$ cat src/rtl/pc_sequencer_if.sv
// Control/status bundle between the datapath controller and pc_sequencer.
// The master drives control and LUT programming; the slave returns PC and status.
interface pc_sequencer_if #(
  parameter int PC_W    = 16,
  parameter int IDX_W   = 4,
  parameter int BANK_W  = 1,
  parameter int STACK_D = 4
);
  localparam int KEY_W = IDX_W + BANK_W;
  localparam int DEP_W = $clog2(STACK_D + 1);

  logic             en;
  logic             br_abs;
  logic             br_rel_z;
  logic             br_rel_nz;
  logic             call;
  logic             ret;
  logic             halt;
  logic [KEY_W-1:0] lut_key;
  logic             flag_we;
  logic             alu_zero;
  logic             lut_we;
  logic             lut_rel;
  logic [KEY_W-1:0] lut_waddr;
  logic [PC_W-1:0]  lut_wdata;
  logic [PC_W-1:0]  pc;
  logic             done;
  logic [DEP_W-1:0] depth;
  logic             err_ovf;
  logic             err_unf;

  modport master (
    output en, br_abs, br_rel_z, br_rel_nz, call, ret, halt, lut_key,
           flag_we, alu_zero, lut_we, lut_rel, lut_waddr, lut_wdata,
    input  pc, done, depth, err_ovf, err_unf
  );

  modport slave (
    input  en, br_abs, br_rel_z, br_rel_nz, call, ret, halt, lut_key,
           flag_we, alu_zero, lut_we, lut_rel, lut_waddr, lut_wdata,
    output pc, done, depth, err_ovf, err_unf
  );
endinterface

$ cat src/rtl/pc_sequencer.sv
// Program-counter sequencer: PC register, writable ABS/REL branch-target LUTs,
// and a hardware return stack resolving ret > call > br_abs > rel-branch > pc+1.
module pc_sequencer #(
  parameter int PC_W    = 16,
  parameter int IDX_W   = 4,
  parameter int BANK_W  = 1,
  parameter int STACK_D = 4
) (
  input  logic          CLK,
  input  logic          reset,
  pc_sequencer_if.slave bus
);
  localparam int KEY_W = IDX_W + BANK_W;
  localparam int LUT_N = 1 << KEY_W;
  localparam int DEP_W = $clog2(STACK_D + 1);

  typedef enum logic {
    ST_RUN,
    ST_HALT
  } state_e;

  state_e           state_q, state_d;
  logic [PC_W-1:0]  pc_q, pc_d;
  logic [DEP_W-1:0] depth_q, depth_d;
  logic             flag_q, flag_d;
  logic             ovf_q, ovf_d;
  logic             unf_q, unf_d;
  logic [PC_W-1:0]  stack_q   [STACK_D];
  logic [PC_W-1:0]  stack_d   [STACK_D];
  logic [PC_W-1:0]  lut_abs_q [LUT_N];
  logic [PC_W-1:0]  lut_abs_d [LUT_N];
  logic [PC_W-1:0]  lut_rel_q [LUT_N];
  logic [PC_W-1:0]  lut_rel_d [LUT_N];

  logic [PC_W-1:0]  pc_inc;
  logic [PC_W-1:0]  abs_tgt;
  logic [PC_W-1:0]  rel_tgt;
  logic [PC_W-1:0]  stack_top;
  logic             stack_full;
  logic             stack_empty;

  // Lookups read the pre-edge LUT contents, so a same-cycle write is not visible.
  assign pc_inc      = pc_q + PC_W'(1);
  assign abs_tgt     = lut_abs_q[bus.lut_key];
  assign rel_tgt     = pc_q + lut_rel_q[bus.lut_key];
  assign stack_full  = (depth_q == DEP_W'(STACK_D));
  assign stack_empty = (depth_q == '0);

  // Slot selection by comparison keeps the occupancy counter width independent of the slot index width.
  always_comb begin
    stack_top = '0;
    for (int unsigned i = 0; i < STACK_D; i++) begin
      if (DEP_W'(i + 1) == depth_q) stack_top = stack_q[i];
    end
  end

  always_comb begin
    state_d   = state_q;
    pc_d      = pc_q;
    depth_d   = depth_q;
    ovf_d     = ovf_q;
    unf_d     = unf_q;
    stack_d   = stack_q;
    flag_d    = bus.flag_we ? bus.alu_zero : flag_q;
    lut_abs_d = lut_abs_q;
    lut_rel_d = lut_rel_q;

    if (bus.lut_we) begin
      if (bus.lut_rel) lut_rel_d[bus.lut_waddr] = bus.lut_wdata;
      else             lut_abs_d[bus.lut_waddr] = bus.lut_wdata;
    end

    if (bus.en && state_q == ST_RUN) begin
      if (bus.halt) begin
        state_d = ST_HALT;
      end else if (bus.ret) begin
        if (stack_empty) begin
          unf_d = 1'b1;
          pc_d  = pc_inc;
        end else begin
          pc_d    = stack_top;
          depth_d = depth_q - DEP_W'(1);
        end
      end else if (bus.call) begin
        if (stack_full) begin
          ovf_d = 1'b1;
          pc_d  = pc_inc;
        end else begin
          for (int unsigned i = 0; i < STACK_D; i++) begin
            if (DEP_W'(i) == depth_q) stack_d[i] = pc_inc;
          end
          depth_d = depth_q + DEP_W'(1);
          pc_d    = abs_tgt;
        end
      end else if (bus.br_abs) begin
        pc_d = abs_tgt;
      end else if (bus.br_rel_z && flag_q) begin
        pc_d = rel_tgt;
      end else if (bus.br_rel_nz && !flag_q) begin
        pc_d = rel_tgt;
      end else begin
        pc_d = pc_inc;
      end
    end
  end

  always_ff @(posedge CLK) begin
    if (reset) begin
      state_q <= ST_RUN;
      pc_q    <= '0;
      depth_q <= '0;
      flag_q  <= 1'b0;
      ovf_q   <= 1'b0;
      unf_q   <= 1'b0;
      for (int unsigned i = 0; i < STACK_D; i++) stack_q[i] <= '0;
      for (int unsigned i = 0; i < LUT_N; i++) begin
        lut_abs_q[i] <= '0;
        lut_rel_q[i] <= '0;
      end
    end else begin
      state_q   <= state_d;
      pc_q      <= pc_d;
      depth_q   <= depth_d;
      flag_q    <= flag_d;
      ovf_q     <= ovf_d;
      unf_q     <= unf_d;
      stack_q   <= stack_d;
      lut_abs_q <= lut_abs_d;
      lut_rel_q <= lut_rel_d;
    end
  end

  assign bus.pc      = pc_q;
  assign bus.done    = (state_q == ST_HALT);
  assign bus.depth   = depth_q;
  assign bus.err_ovf = ovf_q;
  assign bus.err_unf = unf_q;
endmodule

$ cat src/flat_wrapper.sv
// flat-port wrapper written by rule: the top's interface ports become plain ports
module pc_sequencer_flat 
#(
  parameter int PC_W    = 16,
  parameter int IDX_W   = 4,
  parameter int BANK_W  = 1,
  parameter int STACK_D = 4
)
  (CLK, reset, bus_en, bus_br_abs, bus_br_rel_z, bus_br_rel_nz, bus_call, bus_ret, bus_halt, bus_lut_key, bus_flag_we, bus_alu_zero, bus_lut_we, bus_lut_rel, bus_lut_waddr, bus_lut_wdata, bus_pc, bus_done, bus_depth, bus_err_ovf, bus_err_unf);
  pc_sequencer_if #(.PC_W(PC_W), .IDX_W(IDX_W), .BANK_W(BANK_W), .STACK_D(STACK_D)) bus_i ();
  input  logic CLK;
  input  logic reset;
  input wire logic [$bits(bus_i.en)-1:0] bus_en;
  input wire logic [$bits(bus_i.br_abs)-1:0] bus_br_abs;
  input wire logic [$bits(bus_i.br_rel_z)-1:0] bus_br_rel_z;
  input wire logic [$bits(bus_i.br_rel_nz)-1:0] bus_br_rel_nz;
  input wire logic [$bits(bus_i.call)-1:0] bus_call;
  input wire logic [$bits(bus_i.ret)-1:0] bus_ret;
  input wire logic [$bits(bus_i.halt)-1:0] bus_halt;
  input wire logic [$bits(bus_i.lut_key)-1:0] bus_lut_key;
  input wire logic [$bits(bus_i.flag_we)-1:0] bus_flag_we;
  input wire logic [$bits(bus_i.alu_zero)-1:0] bus_alu_zero;
  input wire logic [$bits(bus_i.lut_we)-1:0] bus_lut_we;
  input wire logic [$bits(bus_i.lut_rel)-1:0] bus_lut_rel;
  input wire logic [$bits(bus_i.lut_waddr)-1:0] bus_lut_waddr;
  input wire logic [$bits(bus_i.lut_wdata)-1:0] bus_lut_wdata;
  output wire logic [$bits(bus_i.pc)-1:0] bus_pc;
  output wire logic [$bits(bus_i.done)-1:0] bus_done;
  output wire logic [$bits(bus_i.depth)-1:0] bus_depth;
  output wire logic [$bits(bus_i.err_ovf)-1:0] bus_err_ovf;
  output wire logic [$bits(bus_i.err_unf)-1:0] bus_err_unf;
  assign bus_i.en = bus_en;
  assign bus_i.br_abs = bus_br_abs;
  assign bus_i.br_rel_z = bus_br_rel_z;
  assign bus_i.br_rel_nz = bus_br_rel_nz;
  assign bus_i.call = bus_call;
  assign bus_i.ret = bus_ret;
  assign bus_i.halt = bus_halt;
  assign bus_i.lut_key = bus_lut_key;
  assign bus_i.flag_we = bus_flag_we;
  assign bus_i.alu_zero = bus_alu_zero;
  assign bus_i.lut_we = bus_lut_we;
  assign bus_i.lut_rel = bus_lut_rel;
  assign bus_i.lut_waddr = bus_lut_waddr;
  assign bus_i.lut_wdata = bus_lut_wdata;
  assign bus_pc = bus_i.pc;
  assign bus_done = bus_i.done;
  assign bus_depth = bus_i.depth;
  assign bus_err_ovf = bus_i.err_ovf;
  assign bus_err_unf = bus_i.err_unf;
  pc_sequencer #(.PC_W(PC_W), .IDX_W(IDX_W), .BANK_W(BANK_W), .STACK_D(STACK_D)) u_core (.CLK(CLK), .reset(reset), .bus(bus_i));
endmodule
$ cat config.mk
export PLATFORM = sky130hd
export DESIGN_NAME = pc_sequencer_flat
export DESIGN_NICKNAME = d
export VERILOG_FILES = /design/src/rtl/pc_sequencer_if.sv /design/src/rtl/pc_sequencer.sv /design/src/flat_wrapper.sv
export SDC_FILE = /design/constraint.sdc
export NUM_CORES = 2
export LEC_CHECK = 0
export BUFFER_PORTS_ARGS = -buffer_cell sky130_fd_sc_hd__buf_2
export CORE_ASPECT_RATIO = 0.75
export CORE_MARGIN = 5
export CORE_UTILIZATION = 35
export DETAILED_ROUTE_END_ITERATION = 7
export PLACE_DENSITY = 0.5
export SETUP_SLACK_MARGIN = 0.02
export SYNTH_ARGS = -nofsm -noshare
export SYNTH_HDL_FRONTEND = slang
export SYNTH_SLANG_ARGS = --single-unit
$ cat constraint.sdc
create_clock -name CLK -period 6.3 [get_ports CLK]
set_input_delay 0.63 -clock CLK [delete_from_list [all_inputs] [get_ports CLK]]
set_output_delay 0.63 -clock CLK [all_outputs]
set_load 0.01 [all_outputs]
-- After elaboration in Yosys (flattened, before gate mapping)
Cells that the tools add are included.
- register bits: 1111
- input port bits: 39
- output and inout bits: 22
- word-level logic and storage cells: 138
- $add $sub $neg: 4
- magnitude comparators: 3
- equal/unequal tests: 7
- multiplexer cells: 25
- bitwise logic cells: 7
- reductions and logical operators: 18
- operators by type and width (kind ; number):
    $bwmux W512 ; 2
    $mux W16 ; 16
    $bmux W16 S5 ; 2
    $demux W16 S5 ; 1
    $reduce_and A6 Y1 ; 4
    $add A16 B1 Y16 const B ; 1
    $add A16 B16 Y16 ; 1
    $ge A6 B6 Y1 const B ; 2
    $mux W3 ; 4
    $not A5 Y6 ; 2
    $reduce_and A5 Y1 ; 2
    $reduce_and A2 Y1 ; 4
    $eq A2 B3 Y1 const A ; 2
    $lt A6 B1 Y1 const B ; 1
    $not A1 Y1 ; 5
    $logic_and A1 B1 Y1 ; 4
    $ne A2 B2 Y1 const B ; 2
    $reduce_and A4 Y1 ; 1
    $add A3 B1 Y3 const B ; 1
    $eq A1 B3 Y1 const A ; 1
    $eq A3 B3 Y1 const A ; 1
    $eq A3 B3 Y1 const B ; 1
    $logic_not A3 Y1 ; 1
    $sub A3 B1 Y3 const B ; 1
    2 further kinds ; 2

-- Logic depth before layout (Yosys ltp)
- word-level depth: 10
- mapped depth: 18
- gate-level depth less buffers: 14

-- Worst setup path after synthesis
Ideal clock, no wire load.
- kind: input -> register
- start point: in bus_lut_key[0]
- end point: reg u_core.pc_q[14], in the netlist u_core.bus.pc[14]
- library setup time: 0.134 ns
- data arrival time: 4.449 ns
- required time: 6.166 ns
- setup slack: 1.716 ns
- stages: 18
- buffers on the path: 4
- cell sequence: buf_4 > buf_6 > buf_2 > buf_2 > mux4_2 > mux4_2 > mux2_2 > ha_1 > inv_1 > fa_1 > nor2b_1 > o31a_1 > o21ai_0 > o211ai_1 > o21ai_0 > nor4_1 > o31ai_1 > a31oi_1
- word-level cells in the longest chain between the ends: 10
- elaborated cells on any way between the ends: 14
- classes of those cells: add/sub: 1; mux: 12; bitwise: 1
- ends and longest elaborated chain (item ; RTL line ; text):
    from (decl) ; flat_wrapper.sv:20 ; input wire logic [$bits(bus_i.lut_key)-1:0] bus_lut_key;
    $not A5 Y6 (not written as such) (*) ; pc_sequencer.sv:44, pc_sequencer.sv:45 ;
    $bmux W16 S5 ; pc_sequencer.sv:45 ; assign rel_tgt = pc_q + lut_rel_q[bus.lut_key];
    $mux W16 (not written as such) (2 in a row) ; pc_sequencer.sv:45 ;
    $add A16 B16 Y16 ; pc_sequencer.sv:45 ;
    $mux W16 ; pc_sequencer.sv:99 ; end else if (bus.br_rel_nz && !flag_q) begin
    $mux W16 ; pc_sequencer.sv:97 ; end else if (bus.br_rel_z && flag_q) begin
    $mux W16 ; pc_sequencer.sv:95 ; end else if (bus.br_abs) begin
    $mux W16 (*) ; pc_sequencer.sv:84 ; end else if (bus.call) begin
    $mux W16 (*) ; pc_sequencer.sv:76 ; end else if (bus.ret) begin
    to (signal assigned) ; pc_sequencer.sv:122 ; pc_q <= pc_d;
    to (decl) ; pc_sequencer.sv:23 ; logic [PC_W-1:0] pc_q, pc_d;
Mark *: on every way between the ends. The rest lies on a longest branch, timed or not. The select of a mux whose other input is x is not followed.
A chain may end at the register's enable or synchronous reset.

-- Worst setup path after layout
- start point: in bus_lut_key[0]
- end point: reg u_core.pc_q[13], in the netlist u_core.bus.pc[13]
The elaborated chain is that of the path after synthesis.

==> impl_metrics.tcl <==
set metrics [dict create \
    finClkSkew_ns 0.0321 \
    synth_edf_count 0 \
    path_delay_family "multiplexers" \
    fin_crit_ns 4.62 \
    grt_pass1_vias 37618 \
    crit_top_cell "mux4_2" \
    cts_buffers 113 \
    yosys.area_share.adder 0.00634 \
    critPathCaptureType "flop" \
    drv_cap 0 \
    ys_warn_count 0 \
    first_iter_violations 5612 \
    synthesis.nets 5815 \
    worstMarginPinSlew_ns 1.29 \
    grt_pass1_wl_um 270000 \
    initial_utilization 0.352 \
    fin_area_mm2 0.0541 \
    dp.cells 7274 \
    yosysTopAreaCell "dfxtp_1" \
    synth-main-ff-cell "dfxtp_1" \
    nNetsFinal 5592 \
    synthArstFlopShare 0 \
    first_pass_iters 5 \
    synthSimpleGateAreaFrac 0.195 \
    tritoncts "done" \
    rsz0062_at_grt "false" \
    startpoint_type "input pin" \
    leakage_nw 17.1 \
    hold-worst-slack_ns 0.138 \
    critPathRequiredTime_ns 6.96 \
    totalNegativeSetupSlack_ns 0 \
    clk_pin_slew_ns 0.06 \
    viasPerCell 5.58 \
    drc 0 \
    outcome "finished clean" \
    die_x_um 440 \
    arrival_ns 5.28 \
    grt_max_degree 210 \
    grt_overflow 0 \
    max-clock-path-buffers 3 \
    synth-xor-area-share 0.00487 \
    fin_util 0.393 \
    yosys-top-cells-count "nand2_1, dfxtp_1, a21oi_1, clkbuf_1, mux4_2" \
    critical_path_class "input pin to flop" \
    cts_resized 0 \
    ys_ff_latch 1111 \
    synth.top_cell.area_share 0.458 \
    drive_gt1_frac 0.127 \
    max_slew_margin 0.138 \
    synth_cell_types 59 \
    synthMuxAreaShare 0.156 \
    yosys-top-cells-area "dfxtp_1, nand2_1, mux4_2" \
    port_buffers 60 \
    cp_slowest_cell "mux4_2" \
    crit_path_cell_trace "buf_8, buf_4, mux4_2, mux4_2, mux2_2, ha_1, nand4_1, o21ai_0, nor2_1, a311oi_1, a31oi_1, xnor2_1, o211ai_1, a21oi_1" \
    ios 61 \
    synthCells 5752 \
    dpl-instance-area_mm2 0.0502 \
    worst-path-buf-inv 2 \
    chipHeight_um 333 \
    areaGrowthSynthToFinish_pct 11.5 \
    ir_worst_vdd_uv 212 \
    holdBufCountCts 0 \
    die_area_mm2 0.146 \
    cts_htree_levels 3 \
    cts.sinks 1111 \
    yosysMostFrequentCell "nand2_1" \
    postRouteAntennaNets 0 \
    antenna_found_initial 21 \
    path_max_fanout 62 \
    place_hpwl_um 115000 \
    synth_compound_area_frac 0.138 \
    synth_area_per_cell_um2 8.44 \
    finalMaxSlewViolations 0 \
    wire_per_inst_um 24.8 \
    core_region_area_mm2 0.138 \
    drt-total-wl_um 186000 \
    clk_latency_ns 0.76 \
    min_path_type "input pin to flop" \
    syn-cell-area_mm2 0.0486 \
    gp_routability_congestion 0.858 \
    max_freq_mhz 216 \
    cts_setup_buffers 0 \
    setup_viol 0 \
    timing.final.hold_violations 0 \
    rows 118 \
    grt.total_usage 0.245 \
    final_cells 7487 \
    power.density_mw_per_mm2 282 \
    synth_seq_area_share 0.458 \
    synth_top_family_by_area "simple AND/OR/NAND/NOR gates" \
    post-route-period-util 0.734 \
    cts_root_buf "clkbuf_16" \
    max_stage_delay_ns 0.60 \
    num_vias 41786 \
]
## report_power, final
part / internal [mW] / switching [mW] / total (mW)
sequential: 7.06 / 0.0444 / 7.11
combinational: 0.226 / 0.672 / 0.898
clock: 4.23 / 3.02 / 7.25
## cell families (layout without fill, tap and decap cells)
family,Yosys count,count (layout)
mux,367,367
buf+inv,511,383
simple gates,2452,2452
fa+ha+maj,24,24
compound gates,1260,1260
xor+xnor,27,27
flops,1111,1111
other cells,0,3
## final timing paths
path | slack (ns) | to | from | depth (start not counted)
max | 1.68 | u_core.bus.pc[13]$_SDFFE_PP0P_ | bus_lut_key[0] | 14
min | 0.14 | u_core.bus.done$_SDFFE_PP0P_ | bus_halt | 3
max reg2reg | 2.25 | u_core.bus.pc[13]$_SDFFE_PP0P_ | u_core.lut_rel_q[373]$_SDFFE_PP0P_ | 12
min reg2reg | 0.45 | u_core.lut_abs_q[221]$_SDFFE_PP0P_ | u_core.lut_abs_q[221]$_SDFFE_PP0P_ | 2
## per-stage QoR
stage               power [mW]  setup WS, ns
finish                    15.3          1.68
global route              15.7          1.58
CTS                       15.3          1.87
detailed placement        8.15          1.05
global placement          8.15          1.10
floorplan                 7.81          1.72
## cells in the final DEF, fill, tap and decap left out, types with 23 or more instances in the layout
master / count
nand2_1: 2149
dfxtp_1: 1111
a21oi_1: 1076
mux4_2: 308
nor2_1: 147
clkbuf_16: 114
buf_4: 91
a211oi_1: 71
buf_2: 55
o21ai_0: 40
mux2i_1: 38
nor2_2: 33
clkbuf_8: 32
clkbuf_1: 25
nor3_1: 23
ha_1: 23
## flip-flops by register name (all words and copies together) (netlist names)
signal / count
u_core.flag_q: 1
u_core.lut_rel_q: 512
u_core.bus.pc: 16
u_core.stack_q: 64
u_core.bus.err_ovf: 1
u_core.bus.done: 1
u_core.bus.depth: 3
u_core.bus.err_unf: 1
u_core.lut_abs_q: 512
## tightest hold or removal path, stage by stage
cell     delay [ns]
buf_2          0.09
a21oi_1        0.06
nor2_1         0.07
## metal layers
layer	global-route usage	vias up	share of wire
li1	-	19081	-
met1	0.391	20502	0.47
met2	0.325	1968	0.39
met3	0.0673	231	0.11
met4	0.0511	4	0.020
met5	0	-	0.00012
## layout make-up
class                           count  area [µm²]
Inverter                           16        62.6
Tap cell                         1860        2330
Sequential cell                  1111       22200
Clock buffer                      171        3390
Multi-Input combinational cell   4130       24400
Clock inverter                     39         578
Antenna cell                        3        7.51
Timing Repair Buffer              157        1160
Fill cell                       13741       83700
Power figures use the tool's default switching activity.
